**config.mk**
```make
export PLATFORM = sky130hd
export DESIGN_NAME = serial_nib_cmp
export DESIGN_NICKNAME = d
export VERILOG_FILES = /design/src/rtl/serial_nib_cmp.sv
export SDC_FILE = /design/constraint.sdc
export NUM_CORES = 1
export LEC_CHECK = 0
export BUFFER_PORTS_ARGS = -buffer_cell sky130_fd_sc_hd__buf_2
export CORE_AREA = 10 10 60 62
export CTS_BUF_LIST = sky130_fd_sc_hd__clkbuf_4 sky130_fd_sc_hd__clkbuf_8
export DETAILED_ROUTE_END_ITERATION = 12
export DIE_AREA = 0 0 70 72
export GPL_TIMING_DRIVEN = 0
export PLACE_DENSITY = 0.82
export SKIP_CTS_REPAIR_TIMING = 1
export SYNTH_ARGS = -nofsm -noshare
export SYNTH_HDL_FRONTEND = slang
export SYNTH_SLANG_ARGS = --single-unit
```
**constraint.sdc**
```tcl
create_clock -name clk -period 2.5 [get_ports clk]
set_input_delay 0.125 -clock clk [delete_from_list [all_inputs] [get_ports clk]]
set_output_delay 0.125 -clock clk [all_outputs]
set_load 0.02 [all_outputs]
```
**src/rtl/serial_nib_cmp.sv**
```systemverilog
// -----------------------------------------------------------------------------
// serial_nib_cmp
//
// Sequential unsigned magnitude comparator. One 4-bit nibble of each operand
// is compared per clock, most significant nibble first. The gt/lt decision is
// carried from nibble to nibble like a 7485 cascade chain. When every nibble
// is equal, the registered cascade inputs (ieq/iegf/ielf) decide the result.
// Latency is fixed at NNIB+1 cycles, with no early exit.
//
// Ports
//   clk        rising-edge clock
//   rst_n      synchronous reset, active-low
//   in_valid   operand pair present            (input handshake)
//   in_ready   block can accept an operand pair
//   e, f       operands A and B, WIDTH bits, unsigned
//   ieq/iegf/ielf  cascade inputs, sampled together with the operands
//   out_valid  result valid                    (output handshake)
//   out_ready  downstream accepts the result
//   oegf/oelf/oeq  result e>f / e<f / e==f, held until the next result
// -----------------------------------------------------------------------------
module serial_nib_cmp #(
    parameter int WIDTH = 8,          // multiple of 4, at least 4
    parameter int NNIB  = WIDTH / 4   // derived, do not override
) (
    input  logic             clk,
    input  logic             rst_n,
    input  logic             in_valid,
    output logic             in_ready,
    input  logic [WIDTH-1:0] e,
    input  logic [WIDTH-1:0] f,
    input  logic             ieq,
    input  logic             iegf,
    input  logic             ielf,
    output logic             out_valid,
    input  logic             out_ready,
    output logic             oegf,
    output logic             oelf,
    output logic             oeq
);

    localparam int CW = (NNIB > 1) ? $clog2(NNIB) : 1;

    typedef enum logic [1:0] {
        IDLE = 2'd0,
        CMP  = 2'd1,
        DONE = 2'd2
    } state_t;

    state_t            state_q;
    logic [WIDTH-1:0]  e_q, f_q;
    logic              ieq_q, iegf_q, ielf_q;
    logic [CW-1:0]     cnt_q;
    logic              decided_q, gt_q, lt_q;
    logic              in_ready_q, out_valid_q;
    logic              oegf_q, oelf_q, oeq_q;

    // Nibble selection and the decision including the current nibble.
    logic [CW-1:0]     nib_idx;
    logic [CW+1:0]     nib_shift;
    logic [WIDTH-1:0]  e_sh, f_sh;
    logic [3:0]        e_nib, f_nib;
    logic              dec_now, gt_now, lt_now, last_nib;

    // NOTE: every always_comb output gets a default first, so no path can
    // leave a variable unassigned and infer a latch.
    always_comb begin
        nib_idx   = CW'(NNIB - 1) - cnt_q;
        nib_shift = {nib_idx, 2'b00};
        e_sh      = e_q >> nib_shift;
        f_sh      = f_q >> nib_shift;
        e_nib     = e_sh[3:0];
        f_nib     = f_sh[3:0];
        last_nib  = (cnt_q == CW'(NNIB - 1));
        dec_now   = decided_q || (e_nib != f_nib);
        // Once decided, later nibbles cannot change the verdict.
        gt_now    = decided_q ? gt_q : (e_nib > f_nib);
        lt_now    = decided_q ? lt_q : (e_nib < f_nib);
    end

    // NOTE: reset is synchronous, so it lives inside the clocked branch and
    // takes effect only on a rising edge; the operand copies are cleared too,
    // which keeps the post-reset state fully deterministic.
    // NOTE: sequential state uses non-blocking assignments only, so every
    // register samples pre-edge values regardless of statement order.
    always_ff @(posedge clk) begin
        if (!rst_n) begin
            state_q     <= IDLE;
            e_q         <= '0;
            f_q         <= '0;
            ieq_q       <= 1'b0;
            iegf_q      <= 1'b0;
            ielf_q      <= 1'b0;
            cnt_q       <= '0;
            decided_q   <= 1'b0;
            gt_q        <= 1'b0;
            lt_q        <= 1'b0;
            in_ready_q  <= 1'b1;
            out_valid_q <= 1'b0;
            oegf_q      <= 1'b0;
            oelf_q      <= 1'b0;
            oeq_q       <= 1'b0;
        end else begin
            case (state_q)
                IDLE: begin
                    if (in_valid && in_ready_q) begin
                        e_q        <= e;
                        f_q        <= f;
                        ieq_q      <= ieq;
                        iegf_q     <= iegf;
                        ielf_q     <= ielf;
                        cnt_q      <= '0;
                        decided_q  <= 1'b0;
                        gt_q       <= 1'b0;
                        lt_q       <= 1'b0;
                        in_ready_q <= 1'b0;
                        state_q    <= CMP;
                    end
                end
                CMP: begin
                    decided_q <= dec_now;
                    gt_q      <= gt_now;
                    lt_q      <= lt_now;
                    cnt_q     <= cnt_q + CW'(1);
                    if (last_nib) begin
                        cnt_q       <= '0;
                        state_q     <= DONE;
                        out_valid_q <= 1'b1;
                        if (dec_now) begin
                            oegf_q <= gt_now;
                            oelf_q <= lt_now;
                            oeq_q  <= 1'b0;
                        end else if (ieq_q) begin
                            // 7485 priority: cascade-equal wins.
                            oegf_q <= 1'b0;
                            oelf_q <= 1'b0;
                            oeq_q  <= 1'b1;
                        end else begin
                            // iegf=ielf=1 passes through as both set.
                            oegf_q <= iegf_q;
                            oelf_q <= ielf_q;
                            oeq_q  <= 1'b0;
                        end
                    end
                end
                DONE: begin
                    // No bypass: IDLE is entered first, then a new pair.
                    if (out_ready) begin
                        out_valid_q <= 1'b0;
                        in_ready_q  <= 1'b1;
                        state_q     <= IDLE;
                    end
                end
                default: begin
                    state_q     <= IDLE;
                    in_ready_q  <= 1'b1;
                    out_valid_q <= 1'b0;
                end
            endcase
        end
    end

    assign in_ready  = in_ready_q;
    assign out_valid = out_valid_q;
    assign oegf      = oegf_q;
    assign oelf      = oelf_q;
    assign oeq       = oeq_q;

endmodule
```
Yosys cells after proc, flatten, opt, wreduce, memory -nomap -nowiden
Cells that the tools add are included.
{ "totals": {"regBits": 30, "latchBits": 0, "ramBits": 0, "romBits": 0, "in_bits": 23, "output_inout_bits": 5, "elab_cells": 62, "memories": 0} }
{ "op_classes": {"n_addsub": 2, "mul": 0, "div": 0, "order_cmp": 2, "n_eq_ne": 6, "shifts": 2, "n_mux": 23, "n_bitwise": 2, "n_reduce_logical": 10} }
{ "ops": {"columns": ["op", "n"], "rows": [
  ["right shift 8 x 3 -> 4 bit", 2],
  ["two-way mux 1 bit", 13],
  ["AND reduction 3 bit", 3],
  ["one-hot mux 1 bit (2 select lines)", 4],
  ["two-way mux 2 bit", 3],
  ["inequality test 2 bit (second input constant)", 3],
  ["one-hot mux 1 bit (3 select lines)", 2],
  ["one-hot mux 2 bit (3 select lines)", 1],
  ["AND reduction 2 bit", 3],
  ["> comparator 4 bit", 1],
  ["less-than comparator 4 bit", 1],
  ["inequality test 4 bit", 1],
  ["== test 2 x 1 -> 1 bit (second input constant)", 1],
  ["== test 2 bit (second input constant)", 1],
  ["logical NOT 2 bit", 1],
  ["NOT 1 bit", 2],
  ["nonzero test 2 bit", 1],
  ["adder 1 bit (second input constant)", 1],
  ["logical AND 1 bit", 1],
  ["logical OR 1 bit", 1],
  ["subtractor 1 bit (first input constant)", 1]
]} }

Logic depth before layout (Yosys ltp)
Gate-level depths: netlist (run 1).
{ "depth": {"depth_word": 5, "depth_mapped": 7, "ltp_nobuf": 6} }

Least setup slack after synthesis (run 1)
Ideal clock, no wire load.
{ "synth_timing": {"path_kind": "flip-flop to flip-flop", "start": "register cnt_q", "end": "register oegf_q (netlist: oegf)", "setup_ns": 0.095, "t_arrival_ns": 2.061, "required_ns": 2.405, "slack_ns": 0.344, "stages_incl_launch_ff": 8, "synth_period_minus_slack_ns": 2.156, "path_cell_list": "dfxtp_1 clkbuf_1 mux2_2 ha_1 nand4_1 nor4b_1 a211oi_1 a221oi_1"} }
{ "synth_via": {"elab_chain_len": 5, "elab_cells_between_ends": 9, "cone_classes": "add/sub (1); order compare (1); eq/ne (1); shift (2); mux (2); reduce/logical (2)"} }
{ "synth_lines": {"columns": ["element", "line_no", "text"], "rows": [
  ["start: declaration", "52", "logic [CW-1:0] cnt_q;"],
  ["start signal: assignment", "123", "cnt_q <= cnt_q + CW'(1);"],
  ["subtractor 1 bit", "67", "nib_idx = CW'(NNIB - 1) - cnt_q;"],
  ["right shift 8 x 3 -> 4 bit, on equally long branches", "69, 70", null],
  ["> comparator 4 bit / inequality test 4 bit (equally long branches)", "76, 74", null],
  ["two-way mux 1 bit / logical OR 1 bit (equally long branches)", "76, 74", null],
  ["two-way mux 1 bit", "128", "if (dec_now) begin"],
  ["end signal: assignment", "129", "oegf_q <= gt_now;"],
  ["end signal: assignment", "139", "oegf_q <= iegf_q;"],
  ["end: declaration", "55", "logic oegf_q, oelf_q, oeq_q;"]
]} }
Several ways; a longest one is shown, not always the timed one.
A chain may end at the register's enable or synchronous reset.

Worst setup path after layout (run 1)
Same ends and word-level chain as after synthesis.

==> results.cfg, run 1 <==
[yosys]
synth.yosys.warnings = 0
synth.top_cell.area_share_pct = 46.6
synth-seq-cells = 30
postSynthNetCount = 183
synth.area.top_cells = sky130_fd_sc_hd__dfxtp_1 47%, sky130_fd_sc_hd__nand2_1 12%, sky130_fd_sc_hd__a21oi_1 10%
postSynth.asyncResetShare_pct = 0
synthTopCellsByCount = 40 x sky130_fd_sc_hd__nand2_1, 30 x sky130_fd_sc_hd__dfxtp_1, 26 x sky130_fd_sc_hd__a21oi_1
synth-edff-count = 0
synth_ff_type = sky130_fd_sc_hd__dfxtp_1
post_synth.cell_area_avg_um2 = 8.27
synth_area_mm2 = 0.00129
netlist-cell-type-count = 30
synth.most_common_cell = sky130_fd_sc_hd__nand2_1
synthesis.instances = 156
synth_largest_area_cell = sky130_fd_sc_hd__dfxtp_1
ys_seq_area_share_pct = 46.6

[sta]
timing.final.setup_violations = 0
grt_setup_unrepaired = no
finalClockSkew_ps = 12.3
slew_violations = 0
timing.final.hold_violations = 0
fin_setup_tns_ps = 0
min_tclk_post_route_ps = 2300
max_freq_ghz = 0.435
final_min_period_over_clock_period_pct = 91.9
tightest_slew_ps = 497
max_slew_margin_pct = 66.9
fin_ws_ps = 203

[pwr]
static_leakage_nw = 0.619
vdd_drop_max_uv = 489
design_power_total_mw = 1.06
power-per-cell-area_mw_per_mm2 = 687

[critical_path]
path_depth = 7
timing.critical_path.slowest_stage_cell = sky130_fd_sc_hd__mux2_2
path_buf_inv = 1
maximum_fanout_count_along_the_critical_path = 10
launching_element_type_of_the_critical_path = flip-flop
timing.critical_path.max_delay_family = simple AND/OR/NAND/NOR gates
setup.worst_path.end_class = flip-flop
critical-path-max-stage-delay_ps = 380
worst-endpoint-required_ps = 2740
critPathArrivalTime_ps = 2530
criticalPathCategory = reg2reg
r2r.worst_path.cells = 7
worstPathCellList = clkbuf_2 -> mux2_2 -> ha_1 -> nand4_1 -> nor4b_1 -> a211oi_1 -> a221oi_1

[layout]
fin_nets = 218
layout.cells.non_filler = 222
fill_cells = 239
share_of_final_layout_standard_cells_stronger_than_drive_strength_1_pct = 21.4
final_design_utilization_pct = 63.2
syn2layout_area_growth_pct = 19.2
antenna_cells_inserted = 0

[grt]
antenna_found_initial = 0
global_route.overflow_total = 0
vias_in_the_first_global_route = 1240
grt_pass1_wl_um = 5500
grt_total_usage_pct = 13.3
largest_net_degree_at_the_start_of_global_routing = 11

[placed_design]
port_buffers = 27
hpwl_um = 2440
place_worst_setup_slack_ps = 38.5
place_congestion = 0.819
placedCellCount = 213

[floorplan]
placementRows = 18
core_area_mm2 = 0.00243
die_h_um = 72
die_width_um = 70
design.die.area_mm2 = 0.00504
ios = 28
initial_utilization_pct = 53.0

[routing]
route.antenna.remaining_nets = 0
postRouteWirelength_um = 3270
drt-vias-per-instance = 5.48
routedWlPerCell_um = 14.7
drt_iter0_markers = 70
detail_route.drc_violations = 0
drt-pass1-iter-count = 4
vias = 1217

[clock_network]
cts.sink_count = 30
cts.reportedPaths.clkPinSlew_ps = 100
skew_pair_late_insertion_delay_ps = 340
cts_root_buf = sky130_fd_sc_hd__clkbuf_4
clk_path_buf_depth = 2
numCtsBuffers = 5
cts_htree_levels = 2
tritoncts_clock_tree = built

[run]
cap_viol_max_count = 0

[run_status]
status = finished clean

[worst_hold_path]
hold_class = in2reg
min_path_cells = 3
-- metal layers --
layer	vias to the layer above	wire [µm]	track usage, %
met5	-	0	0
met4	0	27	5.70
met3	4	214	5.71
met2	33	1700	22.7
met1	573	1330	14.1
li1	607	-	-
-- where the power goes --
part / switching (mW) / internal [mW] / leakage, nW / total (mW)
registers: 0.0242 / 0.512 / 0.245 / 0.536
clock network: 0.166 / 0.147 / 0.0387 / 0.313
logic: 0.121 / 0.0856 / 0.335 / 0.206
total: 0.311 / 0.745 / 0.619 / 1.06
-- state kept, by name (all words and copies together) (netlist names) --
signal and cells:
f_q 8, oegf 1, in_ready 1, decided_q 1
oeq 1, ieq_q 1, state_q 2, ielf_q 1
out_valid 1, lt_q 1, iegf_q 1, gt_q 1
e_q 8, cnt_q 1, oelf 1
-- per-stage QoR --
stage / cell area (µm²) / hold slack (ps)
6_report: 1540 / 17.0
5_1_grt: 1540 / 3.21
4_1_cts: 1530 / -35.7
3_5_place_dp: 1460 / 319
3_3_place_gp: 1460 / 312
2_1_floorplan: 1290 / 187
-- cells in the final DEF, fill, tap and decap left out, types with 2 or more instances in the layout --
cell type                   n
sky130_fd_sc_hd__nand2_1   40
sky130_fd_sc_hd__dfxtp_1   30
sky130_fd_sc_hd__buf_2     27
sky130_fd_sc_hd__a21oi_1   26
sky130_fd_sc_hd__nor2_1     9
sky130_fd_sc_hd__clkbuf_4   6
sky130_fd_sc_hd__clkbuf_1   5
sky130_fd_sc_hd__inv_1      5
sky130_fd_sc_hd__mux2i_1    4
sky130_fd_sc_hd__mux2_2     4
sky130_fd_sc_hd__ha_1       4
sky130_fd_sc_hd__o21ai_0    3
sky130_fd_sc_hd__buf_1      2
sky130_fd_sc_hd__nand3b_1   2
sky130_fd_sc_hd__nand3_1    2
sky130_fd_sc_hd__nor2b_1    2
sky130_fd_sc_hd__a211oi_1   2
-- worst paths after layout --
kind | start | end | slack, ps
worst max-delay path | cnt_q | oegf | 200
worst min-delay path | f[5] | f_q[5] | 20
worst max register to register | cnt_q | oegf | 200
worst min register to register | f_q[2] | f_q[2] | 460
-- area by class of cell --
class | instances | area, µm² | share of cell area [%]
Inverter | 5 | 18.8 | 1.22
Sequential cell | 30 | 601 | 39.1
Clock inverter | 1 | 5.00 | 0.325
Tap cell | 30 | 37.5 | 2.44
Clock buffer | 7 | 58.8 | 3.82
Timing Repair Buffer | 28 | 145 | 9.44
Multi-Input combinational cell | 113 | 641 | 41.7
Buffer | 8 | 31.3 | 2.03
-- cell families after synthesis --
kind of cell             Yosys count  share of synthesized area, %
adder cells (fa/ha/maj)            4                          3.88
flip-flops                        30                          46.6
AND/OR/NAND/NOR                   64                          22.9
multiplexers                       8                          6.60
buffers and inverters             13                          3.78
AO/OA/AOI/OAI                     37                          16.3
-- worst reg2reg max path, stage by stage, from the launching register on --
cell and delay, ps:
sky130_fd_sc_hd__dfxtp_1 340, sky130_fd_sc_hd__clkbuf_2 270, sky130_fd_sc_hd__mux2_2 380, sky130_fd_sc_hd__ha_1 310, sky130_fd_sc_hd__nand4_1 240, sky130_fd_sc_hd__nor4b_1 320
sky130_fd_sc_hd__a211oi_1 70, sky130_fd_sc_hd__a221oi_1 270
Power figures use the tool's default switching activity.
==> inputs of run 2 (changes only) <==
- CTS_BUF_LIST: sky130_fd_sc_hd__clkbuf_4 sky130_fd_sc_hd__clkbuf_8 -> sky130_fd_sc_hd__clkbuf_8
- SKIP_LAST_GASP: unset -> 1
==> run 2 against run 1 <==
Net effect:
- global-route usage grew 0.46 points
- largest cell class unchanged
- via count shrank 0.49%
- clock skew decreased by 5.8 ps
- final cell count fell by 0.45%
- sequential power hardly changed
- clock-buffer cell count decreased by 1
- highest routed layer unchanged
- critical path type unchanged
==> results.cfg, run 2 (synthesized netlist as in run 1, its figures left out) <==
[run_status]
status = finished clean

[worst_hold_path]
hold_path.startpoint = rst_n
hold_class = in2reg
timing.hold.worst_endpoint = in_ready
min_path_cells = 2

[grt]
largest_net_degree_at_the_start_of_global_routing = 11
vias_in_the_first_global_route = 1259
grt_total_usage_pct = 13.7
antenna_found_initial = 0
grt_pass1_wl_um = 5580
global_route.overflow_total = 0

[floorplan]
core_area_mm2 = 0.00243
die_h_um = 72
placementRows = 18
initial_utilization_pct = 53.0
ios = 28
die_width_um = 70
design.die.area_mm2 = 0.00504

[critical_path]
critPathArrivalTime_ps = 2450
r2r.worst_path.cells = 7
worst-endpoint-required_ps = 2690
launching_element_type_of_the_critical_path = flip-flop
ff2ff_setup_slack_ps = 240
criticalPathCategory = reg2reg
timing.rr.start = cnt_q
setup.worst_path.end_class = flip-flop
rr_endpoint = oegf
maximum_fanout_count_along_the_critical_path = 10

[pwr]
static_leakage_nw = 0.629
logic_pwr_share_pct = 18.0
seqPwrFrac_pct = 47.0
power_spent_charging_and_discharging_nets_mw = 0.329
internal-power_mw = 0.815
vdd_drop_max_uv = 499
clockPowerShare_pct = 35.0
design_power_total_mw = 1.14
power_switching_share_pct = 28.7
power-per-cell-area_mw_per_mm2 = 735

[routing]
drt_iter0_markers = 79
postRouteWirelength_um = 3320
vias = 1211
drt-vias-per-instance = 5.48
routedWlPerCell_um = 15.0
route.antenna.remaining_nets = 0
drt-pass1-iter-count = 4
detail_route.drc_violations = 0

[clock_network]
cts_root_buf = sky130_fd_sc_hd__clkbuf_8
skew_pair_late_insertion_delay_ps = 290
tritoncts_clock_tree = built
cts.reportedPaths.clkPinSlew_ps = 60
cts_htree_levels = 2
cts.sink_count = 30
clk_path_buf_depth = 2
numCtsBuffers = 5

[layout]
final_design_utilization_pct = 63.9
fin_nets = 217
share_of_final_layout_standard_cells_stronger_than_drive_strength_1_pct = 20.9
reg.largest.list = e_q (8), f_q (8), state_q (2)
syn2layout_area_growth_pct = 20.6
design_area_mm2 = 0.00156
antenna_cells_inserted = 0
mostFrequentLayoutCell = sky130_fd_sc_hd__nand2_1
final_cell_mix = 40 x sky130_fd_sc_hd__nand2_1, 30 x sky130_fd_sc_hd__dfxtp_1, 27 x sky130_fd_sc_hd__buf_2
layout.cells.non_filler = 221

[sta]
tightest_slew_ps = 502
slew_violations = 0
finalClockSkew_ps = 6.49
min_tclk_post_route_ps = 2260
timing.final.hold_violations = 0
fin_setup_tns_ps = 0
max_freq_ghz = 0.442
fin_ws_ps = 237
timing.final.setup_violations = 0
grt_setup_unrepaired = no
final_min_period_over_clock_period_pct = 90.5
timing.hold.ws_ps = 22.6
max_slew_margin_pct = 66.5

[placed_design]
place_worst_setup_slack_ps = 38.5
port_buffers = 27
hpwl_um = 2440
postPlaceCellArea_mm2 = 0.00146
placedCellCount = 213
place_congestion = 0.819

[run]
cap_viol_max_count = 0
run 2: worst max-delay path by stage:
stage | from | to | slack, ps | cells after the start
floorplan | cnt_q | oegf | 340 | 7
global placement | cnt_q | oegf | 100 | 7
detailed placement | cnt_q | oegf | 40 | 7
CTS | cnt_q | oegf | 30 | 7
global route | cnt_q | oegf | 20 | 7
finish | cnt_q | oegf | 240 | 7
run 2: final cells by class:
cell class | count | area [µm²]
plain buffers | 8 | 31.3
clock buffers | 6 | 82.6
clock inverters | 2 | 8.76
fillers | 232 | 877
inverters | 5 | 18.8
multi-input cells | 113 | 641
flip-flops and latches | 30 | 601
well taps | 30 | 37.5
repair buffers | 27 | 135
run 2: worst max-delay path: stages, from the launching register on:
cell                       delay, ps
sky130_fd_sc_hd__dfxtp_1         330
sky130_fd_sc_hd__clkbuf_2        270
sky130_fd_sc_hd__mux2_2          380
sky130_fd_sc_hd__ha_1            310
sky130_fd_sc_hd__nand4_1         230
sky130_fd_sc_hd__nor4b_1         310
sky130_fd_sc_hd__a211oi_1         70
sky130_fd_sc_hd__a221oi_1        270
run 2: power groups by stage:
| stage | combinational, mW | sequential (mW) | clock (mW) |
|---|---|---|---|
| global route | 0.228 | 0.542 | 0.429 |
| CTS | 0.205 | 0.537 | 0.405 |
| detailed placement | 0.203 | 0.547 | 0 |
| floorplan | 0.138 | 0.544 | 0 |
| finish | 0.205 | 0.538 | 0.401 |
| global placement | 0.191 | 0.544 | 0 |
run 2: layer usage:
layer | global-route usage, % | part of all wire, % | vias up
met1 | 14.6 | 41 | 572
met2 | 22.6 | 50 | 32
met4 | 7.24 | 1.8 | 0
li1 | - | - | 601
met3 | 6.26 | 6.4 | 6
met5 | 0 | 0 | -
